<file path="config.mk">
export PLATFORM = sky130hd
export DESIGN_NAME = dmem_arbiter
export DESIGN_NICKNAME = d
export VERILOG_FILES = /design/src/rtl/dmem_pkg.sv /design/src/rtl/dmem_arbiter_rr_arb2.sv /design/src/rtl/dmem_arbiter.sv
export SDC_FILE = /design/constraint.sdc
export NUM_CORES = 1
export LEC_CHECK = 0
export CORE_ASPECT_RATIO = 1.5
export CORE_MARGIN = 5
export CORE_UTILIZATION = 44
export CTS_CLUSTER_DIAMETER = 30
export DETAILED_ROUTE_END_ITERATION = 16
export PLACE_DENSITY = 0.93
export SYNTH_ARGS = -nofsm -noshare
export SYNTH_HDL_FRONTEND = slang
export SYNTH_HIERARCHICAL = 1
export SYNTH_SLANG_ARGS = --single-unit
</file>
<file path="constraint.sdc">
create_clock -name clk -period 6.8 [get_ports clk]
set_clock_uncertainty 0.15 [all_clocks]
set_input_delay 1.02 -clock clk [delete_from_list [all_inputs] [get_ports clk]]
set_output_delay 1.02 -clock clk [all_outputs]
set_load 0.005 [all_outputs]
</file>
<file path="src/rtl/dmem_pkg.sv">
// rtl/dmem_pkg.sv - shared encodings for the data-RAM arbiter
package dmem_pkg;

    localparam logic [1:0] SZ_B  = 2'b00;
    localparam logic [1:0] SZ_H  = 2'b01;
    localparam logic [1:0] SZ_W  = 2'b10;
    localparam logic [1:0] SZ_3B = 2'b11;

    localparam logic [3:0] RT_B  = 4'b0001;
    localparam logic [3:0] RT_H  = 4'b0010;
    localparam logic [3:0] RT_3B = 4'b0100;
    localparam logic [3:0] RT_W  = 4'b1000;

    typedef enum logic {
        IDLE   = 1'b0,
        ACCESS = 1'b1
    } state_e;

    localparam logic PORT_LSU = 1'b0;
    localparam logic PORT_LDR = 1'b1;

endpackage

</file>
<file path="src/rtl/dmem_arbiter_rr_arb2.sv">
// rtl/dmem_arbiter_rr_arb2.sv - two-way round-robin arbiter with last-grant register
module rr_arb2
    import dmem_pkg::*;
(
    input  logic       clk,
    input  logic       rst_n,
    input  logic       en,
    input  logic [1:0] req,
    output logic [1:0] gnt
);

    logic last_q;
    logic last_d;

    // On a tie, the port that did not win last time is granted
    always_comb begin
        gnt    = 2'b00;
        last_d = last_q;
        if (en) begin
            if (req[PORT_LSU] && (!req[PORT_LDR] || last_q == PORT_LDR)) begin
                gnt[PORT_LSU] = 1'b1;
                last_d        = PORT_LSU;
            end else if (req[PORT_LDR]) begin
                gnt[PORT_LDR] = 1'b1;
                last_d        = PORT_LDR;
            end
        end
    end

    // Reset pretends the loader won last, so the LSU takes the first tie
    always_ff @(posedge clk) begin
        if (!rst_n) begin
            last_q <= PORT_LDR;
        end else begin
            last_q <= last_d;
        end
    end

endmodule

</file>
<file path="src/rtl/dmem_arbiter.sv">
// rtl/dmem_arbiter.sv - LSU/loader arbiter and sequencer for the byte-wide data RAM
module dmem_arbiter
    import dmem_pkg::*;
#(
    parameter int W = 32,
    parameter int H = 8,
    parameter int L = 4
) (
    input  logic         clk,
    input  logic         rst_n,
    input  logic         lsu_req,
    input  logic         lsu_we,
    input  logic [W-1:0] lsu_addr,
    input  logic [W-1:0] lsu_wdat,
    input  logic [1:0]   lsu_size,
    input  logic         lsu_uns,
    output logic         lsu_gnt,
    output logic         lsu_rvalid,
    output logic [W-1:0] lsu_rdata,
    output logic         lsu_rerr,
    input  logic         ldr_req,
    input  logic         ldr_we,
    input  logic [W-1:0] ldr_addr,
    input  logic [W-1:0] ldr_wdat,
    input  logic [1:0]   ldr_size,
    input  logic         ldr_uns,
    output logic         ldr_gnt,
    output logic         ldr_rvalid,
    output logic [W-1:0] ldr_rdata,
    output logic         ldr_rerr,
    output logic         ram_we,
    output logic         ram_re,
    output logic [L-1:0] ram_type,
    output logic [W-1:0] ram_addr,
    output logic [W-1:0] ram_wdat,
    output logic         sign,
    input  logic [W-1:0] ram_rdat
);

    state_e       state_q, state_d;
    logic         port_q, port_d;
    logic         we_q, we_d;
    logic         uns_q, uns_d;
    logic [W-1:0] addr_q, addr_d;
    logic [W-1:0] wdat_q, wdat_d;
    logic [1:0]   size_q, size_d;
    logic         lsu_rvalid_q, lsu_rvalid_d;
    logic         ldr_rvalid_q, ldr_rvalid_d;
    logic         lsu_rerr_q, lsu_rerr_d;
    logic         ldr_rerr_q, ldr_rerr_d;
    logic [W-1:0] lsu_rdata_q, lsu_rdata_d;
    logic [W-1:0] ldr_rdata_q, ldr_rdata_d;

    logic         arb_en;
    logic [1:0]   gnt;
    logic [1:0]   span;
    logic [L-1:0] type_dec;
    logic [H:0]   last_byte;
    logic         in_range;
    logic [W-1:0] resp_data;

    assign arb_en = rst_n && (state_q == IDLE);

    rr_arb2 u_arb (
        .clk   (clk),
        .rst_n (rst_n),
        .en    (arb_en),
        .req   ({ldr_req, lsu_req}),
        .gnt   (gnt)
    );

    assign lsu_gnt = gnt[PORT_LSU];
    assign ldr_gnt = gnt[PORT_LDR];

    // Size decode: extra bytes past the start address, and the RAM one-hot
    always_comb begin
        span     = 2'd3;
        type_dec = RT_W;
        case (size_q)
            SZ_B:    begin span = 2'd0; type_dec = RT_B;  end
            SZ_H:    begin span = 2'd1; type_dec = RT_H;  end
            SZ_3B:   begin span = 2'd2; type_dec = RT_3B; end
            default: begin span = 2'd3; type_dec = RT_W;  end
        endcase
    end

    // Last touched byte must not carry out of the RAM window (no wrap-around)
    assign last_byte = {1'b0, addr_q[H-1:0]} + {{(H-1){1'b0}}, span};
    assign in_range  = (addr_q[W-1:H] == '0) && !last_byte[H];
    assign resp_data = (!we_q && in_range) ? ram_rdat : '0;

    // RAM drive is live only in ACCESS; strobes also die immediately on reset
    always_comb begin
        ram_we   = 1'b0;
        ram_re   = 1'b0;
        ram_type = '0;
        ram_addr = '0;
        ram_wdat = '0;
        sign     = 1'b0;
        if (state_q == ACCESS) begin
            ram_we   = we_q && in_range && rst_n;
            ram_re   = !we_q && in_range && rst_n;
            ram_type = type_dec;
            ram_addr = addr_q;
            ram_wdat = wdat_q;
            sign     = !we_q && !uns_q;
        end
    end

    // Next state: latch the granted command, then retire it into the owner's response regs
    always_comb begin
        state_d      = state_q;
        port_d       = port_q;
        we_d         = we_q;
        uns_d        = uns_q;
        addr_d       = addr_q;
        wdat_d       = wdat_q;
        size_d       = size_q;
        lsu_rvalid_d = 1'b0;
        ldr_rvalid_d = 1'b0;
        lsu_rerr_d   = lsu_rerr_q;
        ldr_rerr_d   = ldr_rerr_q;
        lsu_rdata_d  = lsu_rdata_q;
        ldr_rdata_d  = ldr_rdata_q;
        if (state_q == IDLE) begin
            if (gnt[PORT_LDR]) begin
                state_d = ACCESS;
                port_d  = PORT_LDR;
                we_d    = ldr_we;
                uns_d   = ldr_uns;
                addr_d  = ldr_addr;
                wdat_d  = ldr_wdat;
                size_d  = ldr_size;
            end else if (gnt[PORT_LSU]) begin
                state_d = ACCESS;
                port_d  = PORT_LSU;
                we_d    = lsu_we;
                uns_d   = lsu_uns;
                addr_d  = lsu_addr;
                wdat_d  = lsu_wdat;
                size_d  = lsu_size;
            end
        end else begin
            state_d = IDLE;
            if (port_q == PORT_LSU) begin
                lsu_rvalid_d = 1'b1;
                lsu_rdata_d  = resp_data;
                lsu_rerr_d   = !in_range;
            end else begin
                ldr_rvalid_d = 1'b1;
                ldr_rdata_d  = resp_data;
                ldr_rerr_d   = !in_range;
            end
        end
    end

    // State, command and response registers
    always_ff @(posedge clk) begin
        if (!rst_n) begin
            state_q      <= IDLE;
            port_q       <= PORT_LSU;
            we_q         <= 1'b0;
            uns_q        <= 1'b0;
            addr_q       <= '0;
            wdat_q       <= '0;
            size_q       <= SZ_B;
            lsu_rvalid_q <= 1'b0;
            ldr_rvalid_q <= 1'b0;
            lsu_rerr_q   <= 1'b0;
            ldr_rerr_q   <= 1'b0;
            lsu_rdata_q  <= '0;
            ldr_rdata_q  <= '0;
        end else begin
            state_q      <= state_d;
            port_q       <= port_d;
            we_q         <= we_d;
            uns_q        <= uns_d;
            addr_q       <= addr_d;
            wdat_q       <= wdat_d;
            size_q       <= size_d;
            lsu_rvalid_q <= lsu_rvalid_d;
            ldr_rvalid_q <= ldr_rvalid_d;
            lsu_rerr_q   <= lsu_rerr_d;
            ldr_rerr_q   <= ldr_rerr_d;
            lsu_rdata_q  <= lsu_rdata_d;
            ldr_rdata_q  <= ldr_rdata_d;
        end
    end

    assign lsu_rvalid = lsu_rvalid_q;
    assign ldr_rvalid = ldr_rvalid_q;
    assign lsu_rerr   = lsu_rerr_q;
    assign ldr_rerr   = ldr_rerr_q;
    assign lsu_rdata  = lsu_rdata_q;
    assign ldr_rdata  = ldr_rdata_q;

endmodule
</file>
# Word level (Yosys, flattened, before mapping)
# Cells that the tools add are included.
[word_totals] register_bits=139 inputBits=172 output_inout_bits=141 elab_cells=75
[op_classes] addsub=1 eq_ne=2 mux=31 bitwise=3 n_reduce_logical=24
[op_table] op="$mux W32" n=7
[op_table] op="$logic_not A24 Y1" n=1
[op_table] op="$mux W1" n=18
[op_table] op="$pmux W4 S3" n=1
[op_table] op="$reduce_and A2 Y1" n=5
[op_table] op="$add A8 B2 Y9" n=1
[op_table] op="$logic_and A1 B1 Y1" n=8
[op_table] op="$mux W2" n=3
[op_table] op="$pmux W2 S3" n=1
[op_table] op="$logic_not A1 Y1" n=5
[op_table] op="$mux W4" n=1
[op_table] op="$reduce_bool A2 Y1" n=2
[op_table] op="$not A1 Y1" n=3
[op_table] op="$eq A2 B1 Y1 const B" n=1
[op_table] op="$eq A2 B2 Y1 const B" n=1
[op_table] op="$logic_not A2 Y1" n=1
[op_table] op="$reduce_or A2 Y1" n=1
[op_table] op="$logic_or A1 B1 Y1" n=1

# Depth between registers and ports, before layout
[logic_depth] depth_word=8 mapped_depth=13 depth_no_buf=8

# Hierarchy
# Netlist, hierarchy kept.
[modules_own_cells] module="dmem_arbiter" instances=1 cells_per_inst=680 area_per_inst_um2=6217.2 seq_area_each_um2=2762.6
[modules_own_cells] module="rr_arb2" instances=1 cells_per_inst=8 area_per_inst_um2=56.3 seq_area_each_um2=20.0

# Worst setup path after synthesis
# No wires, ideal clock.
[synth_timing] path_kind="input -> register" start="input port rst_n" end="register addr_q[22]" setup_time_ps=137 arrival_ps=3383 required_time_ps=6513 setup_slack_ps=3129 stages=13 n_path_buf=6 cell_sequence="clkbuf_1 inv_1 clkbuf_1 clkbuf_1 nor2_1 nand2_1 a21oi_1 buf_2 nor2_1 nor2_1 clkbuf_1 buf_1 a211oi_1"
[synth_via] elab_chain_len=4 word_cells_on_any_way=5 cone_classes="2 x mux; 3 x reduce/logical"
[synth_rtl] item="start, declared" line_no="dmem_arbiter.sv:10" rtl="input logic rst_n,"
[synth_rtl] item="$logic_and A1 B1 Y1 *" line_no="dmem_arbiter.sv:62" rtl="assign arb_en = rst_n && (state_q == IDLE);"
[synth_rtl] item="net arb_en" line_no="dmem_arbiter.sv:54" rtl="logic arb_en;"
[synth_rtl] item="$mux W2 *" line_no="dmem_arbiter_rr_arb2.sv:19" rtl="if (en) begin"
[synth_rtl] item="net ldr_gnt" line_no="dmem_arbiter.sv:27" rtl="output logic ldr_gnt,"
[synth_rtl] item="$reduce_bool A2 Y1 (no line)"
[synth_rtl] item="$reduce_and A2 Y1 (no line)"
[synth_rtl] item="end signal, assigned" line_no="dmem_arbiter.sv:178" rtl="addr_q <= addr_d;"
[synth_rtl] item="end, declared" line_no="dmem_arbiter.sv:44" rtl="logic [W-1:0] addr_q, addr_d;"
# Mark *: on every way through the listed nets, which the timed path passes. The rest lies on a longest branch.
# A chain may end at the register's enable or synchronous reset.

# Worst setup path in the final report
[layout_timing] start="register size_q[0]" end="output port ram_re"
[layout_via] elab_chain_len=8 word_cells_on_any_way=10 cone_classes="1 x add/sub; 2 x eq/ne; 2 x mux; 5 x reduce/logical"
[layout_rtl] item="start, declared" line_no="dmem_arbiter.sv:46" rtl="logic [1:0] size_q, size_d;"
[layout_rtl] item="start signal, assigned" line_no="dmem_arbiter.sv:180" rtl="size_q <= size_d;"
[layout_rtl] item="$eq A2 B2 Y1 (tied with other cells)" line_no="dmem_arbiter.sv:79" rtl="case (size_q)"
[layout_rtl] item="$pmux W2 S3 *" line_no="dmem_arbiter.sv:79"
[layout_rtl] item="$add A8 B2 Y9 *" line_no="dmem_arbiter.sv:88" rtl="assign last_byte = {1'b0, addr_q[H-1:0]} + {{(H-1){1'b0}}, span};"
[layout_rtl] item="$logic_not A1 Y1 *" line_no="dmem_arbiter.sv:89" rtl="assign in_range = (addr_q[W-1:H] == '0) && !last_byte[H];"
[layout_rtl] item="$logic_and A1 B1 Y1 *" line_no="dmem_arbiter.sv:89"
[layout_rtl] item="$logic_and A1 B1 Y1 * (2 in a row)" line_no="dmem_arbiter.sv:102" rtl="ram_re = !we_q && in_range && rst_n;"
[layout_rtl] item="$mux W1 *" line_no="dmem_arbiter.sv:100" rtl="if (state_q == ACCESS) begin"
[layout_rtl] item="end, declared" line_no="dmem_arbiter.sv:32" rtl="output logic ram_re,"
# Every way passes the cells marked *; elsewhere a longest branch is shown, timed or not.

==> run_summary.xml <==
<?xml version="1.0" encoding="UTF-8"?>
<metrics>
  <group name="outcome">
    <metric name="status" unit="">finished, final reports clean</metric>
  </group>
  <group name="route">
    <metric name="route.detailed.drc" unit="">0</metric>
    <metric name="finalWirelength" unit="um">19800</metric>
    <metric name="via_per_inst" unit="">5.12</metric>
    <metric name="drt-initial-drc-count" unit="">221</metric>
    <metric name="antenna_violating_nets_left" unit="">0</metric>
    <metric name="wl_per_cell" unit="um">16.9</metric>
    <metric name="routed-via-count" unit="">5990</metric>
    <metric name="first_pass_iters" unit="">5</metric>
  </group>
  <group name="layout">
    <metric name="layout-area-overhead-vs-synth" unit="%">60.6</metric>
    <metric name="drive_gt1_frac" unit="">0.0798</metric>
    <metric name="diodes" unit="">0</metric>
    <metric name="filler_cell_count" unit="">993</metric>
    <metric name="leading_cell_type_in_the_layout_fill_and_taps_excluded" unit="">sky130_fd_sc_hd__clkdlybuf4s50_1</metric>
    <metric name="final_net_count" unit="">1142</metric>
    <metric name="fin_util" unit="">0.720</metric>
    <metric name="layout_common_cells" unit="">sky130_fd_sc_hd__clkdlybuf4s50_1, sky130_fd_sc_hd__dfxtp_1, sky130_fd_sc_hd__nand2_1, sky130_fd_sc_hd__nor2_1, sky130_fd_sc_hd__and2_1</metric>
    <metric name="final_cells" unit="">1170</metric>
  </group>
  <group name="critical_path">
    <metric name="crit_path_end_kind" unit="">output pin</metric>
    <metric name="crit_chain" unit="">inv_1 &gt; ha_1 &gt; or2_2 &gt; ha_1 &gt; a31oi_1 &gt; or3_1 &gt; nand3_4 &gt; nor3_1 &gt; clkdlybuf4s50_1</metric>
    <metric name="path_class" unit="">flip-flop to output pin</metric>
    <metric name="critical_path_peak_fanout" unit="">37</metric>
    <metric name="critical_path.most_common_cell" unit="">sky130_fd_sc_hd__ha_1</metric>
    <metric name="critPathMaxStageDelay" unit="ns">0.54</metric>
    <metric name="critPathLaunchType" unit="">flip-flop</metric>
    <metric name="worst_path_max_delay_cell" unit="">sky130_fd_sc_hd__clkdlybuf4s50_1</metric>
    <metric name="crit_required" unit="ns">5.63</metric>
    <metric name="cp.arrival" unit="ns">3.45</metric>
  </group>
  <group name="floorplan">
    <metric name="initial_utilization" unit="">0.448</metric>
    <metric name="chipWidth" unit="um">107</metric>
    <metric name="design.portCount" unit="">313</metric>
    <metric name="fp.coreArea" unit="sq um">14000</metric>
    <metric name="floorplan.die_area" unit="sq um">16800</metric>
    <metric name="floorplan.die.height" unit="um">156</metric>
    <metric name="number_of_placement_rows" unit="">53</metric>
  </group>
  <group name="synth">
    <metric name="yosysSeqAreaShare" unit="">0.444</metric>
    <metric name="avgSynthCellArea" unit="sq um">9.12</metric>
    <metric name="synthDistinctLibCells" unit="">31</metric>
    <metric name="synth_area_leader_cell" unit="">sky130_fd_sc_hd__dfxtp_1</metric>
    <metric name="synth_top_cells_by_area" unit="">sky130_fd_sc_hd__dfxtp_1, sky130_fd_sc_hd__mux2i_1, sky130_fd_sc_hd__a211oi_1</metric>
    <metric name="syn-instance-count" unit="">688</metric>
    <metric name="yosys.area.top_type_share" unit="">0.444</metric>
    <metric name="yosys_warnings" unit="">6</metric>
    <metric name="syn_nets" unit="">865</metric>
    <metric name="yosys_register_bits" unit="">139</metric>
    <metric name="post_synth_instance_area" unit="sq um">6270</metric>
  </group>
  <group name="power_and_ir_drop">
    <metric name="cellPowerDensity" unit="nW/um^2">215</metric>
    <metric name="pwr-share-seq" unit="">0.411</metric>
    <metric name="power.net_switching" unit="mW">0.555</metric>
    <metric name="power.internal" unit="mW">1.61</metric>
    <metric name="vdd.ir_drop.worst" unit="mV">0.140</metric>
    <metric name="power.share.clock" unit="">0.433</metric>
    <metric name="p_sw_frac" unit="">0.257</metric>
    <metric name="combinationalPowerShare" unit="">0.156</metric>
    <metric name="leakage" unit="nW">3.69</metric>
  </group>
  <group name="grt">
    <metric name="grt_pass1_wl" unit="um">30200</metric>
    <metric name="globalRoute.totalOverflow" unit="">0</metric>
    <metric name="grt_usage" unit="">0.227</metric>
    <metric name="first_global_vias" unit="">5869</metric>
    <metric name="grt_antenna_before_repair" unit="">0</metric>
    <metric name="grt_start_max_net_pins" unit="">80</metric>
  </group>
  <group name="clock_network">
    <metric name="post-cts-setup-buffers" unit="">0</metric>
    <metric name="clk_latency" unit="ns">0.41</metric>
    <metric name="cts_hold_repair.buffers" unit="">0</metric>
    <metric name="cts_num_sinks" unit="">139</metric>
    <metric name="cts_root_buffer" unit="">sky130_fd_sc_hd__clkbuf_16</metric>
    <metric name="number_of_gates_resized_after_cts" unit="">0</metric>
    <metric name="cts_made_buffers" unit="">17</metric>
    <metric name="cts.clk_slew.worst_paths" unit="ns">0.06</metric>
    <metric name="cts_tree" unit="">built</metric>
    <metric name="clock_tree.buffer_depth" unit="">2</metric>
    <metric name="cts-htree-levels" unit="">4</metric>
  </group>
  <group name="placed_design">
    <metric name="gpl.final_weighted_congestion" unit="">0.789</metric>
    <metric name="placed_cells" unit="">1138</metric>
    <metric name="place.port_buffers" unit="">312</metric>
    <metric name="detailedPlacementHpwl" unit="um">14900</metric>
  </group>
  <group name="sta">
    <metric name="report.final.hold_viol_count" unit="">0</metric>
    <metric name="hold_slack" unit="ns">0.299</metric>
    <metric name="setup_viol_count_final" unit="">0</metric>
    <metric name="worstMarginPinSlew" unit="ns">1.25</metric>
    <metric name="unrepaired_setup_endpoints_after_global_routing" unit="">false</metric>
    <metric name="drv_slew" unit="">0</metric>
    <metric name="timing.final.crit_share" unit="">0.680</metric>
    <metric name="timing.slew.headroom" unit="">0.169</metric>
    <metric name="achievable-frequency" unit="GHz">0.216</metric>
    <metric name="layout_min_cycle_time" unit="ns">4.62</metric>
    <metric name="finalSetupTns" unit="ns">0</metric>
  </group>
  <group name="hold_path">
    <metric name="min-delay-path-class" unit="">flip-flop to flip-flop</metric>
  </group>
  <group name="run">
    <metric name="drv_cap" unit="">0</metric>
  </group>
</metrics>
[path summary, 6_finish.rpt]
check,start,to,slack [ns],cells after the start
worst max-delay path,size_q[0]$_SDFFE_PN0P_,ram_re,2.18,9
worst min-delay path,ldr_rdata[5]$_SDFFE_PN0P_,ldr_rdata[5]$_SDFFE_PN0P_,0.30,2
worst max register to register,state_q$_SDFF_PN0_,size_q[1]$_SDFFE_PN0P_,3.24,9
worst min register to register,ldr_rdata[5]$_SDFFE_PN0P_,ldr_rdata[5]$_SDFFE_PN0P_,0.30,2
[final cells by class]
class,instances,area (sq um),share of cell area
well taps,192,240,0.0238
inverters,5,18.8,0.00186
flip-flops and latches,139,2790,0.276
repair buffers,321,3190,0.317
multi-input cells,481,3230,0.321
clock inverters,13,155,0.0154
clock buffers,19,453,0.0450
[registers in the layout, summed over array words and instances (netlist names)]
name,cells
uns_q,1
lsu_rerr,1
we_q,1
wdat_q,32
port_q,1
lsu_rvalid,1
ldr_rdata,32
size_q,2
u_arb/last_q,1
addr_q,32
state_q,1
lsu_rdata,32
ldr_rvalid,1
ldr_rerr,1
[through the flow]
| stage | power, mW | setup WS (ns) | area, sq um |
|---|---|---|---|
| after floorplan | 1.07 | 3.13 | 6270 |
| after global placement | 1.23 | 2.21 | 9470 |
| after detailed placement | 1.25 | 2.05 | 9470 |
| after CTS | 2.18 | 2.16 | 10100 |
| after global routing | 2.26 | 2.00 | 10100 |
| final | 2.16 | 2.18 | 10100 |
[critical path: cells and delay by family, from the launching register on]
family / cells / cell delay (ns)
AO/OA/AOI/OAI: 1 / 0.19
AND/OR/NAND/NOR: 4 / 1.37
adder cells (fa/ha/maj): 2 / 0.47
buffers and inverters: 2 / 0.62
flip-flops: 1 / 0.38
[synth_stat cells, drive strengths merged]
master / instances
nor3: 2
nor2: 76
nand3: 2
nor3b: 1
a21oi: 4
and4: 2
nand2b: 4
clkbuf: 51
ha: 5
inv: 5
a31oi: 2
mux2i: 68
nand4: 2
buf: 12
dfxtp: 139
or3: 1
or2: 1
o211a: 2
nand2: 101
o21ai: 32
or4: 2
a211oi: 68
and2: 69
o41ai: 33
nor4: 4
[kinds of logic after synthesis]
| kind of cell | synth area share |
|---|---|
| AO/OA/AOI/OAI | 0.192 |
| adder cells (fa/ha/maj) | 0.00997 |
| buffers and inverters | 0.0455 |
| flip-flops | 0.444 |
| multiplexers | 0.108 |
| AND/OR/NAND/NOR | 0.200 |
[routing by layer]
layer | global-route usage | part of all wire | vias up
li1 | - | - | 2969
met1 | 0.242 | 0.36 | 2745
met2 | 0.417 | 0.54 | 236
met3 | 0.0669 | 0.073 | 40
met4 | 0.0854 | 0.028 | 0
met5 | 0 | 0 | -
[power by group through the flow]
stage | Clock (mW) | Sequential (mW) | Combinational, mW
6_report | 0.937 | 0.889 | 0.337
4_1_cts | 0.951 | 0.889 | 0.340
5_1_grt | 0.996 | 0.894 | 0.368
3_5_place_dp | 0 | 0.906 | 0.339
3_3_place_gp | 0 | 0.904 | 0.329
2_1_floorplan | 0 | 0.896 | 0.176
Note: power is estimated with default switching activity, not from simulation.
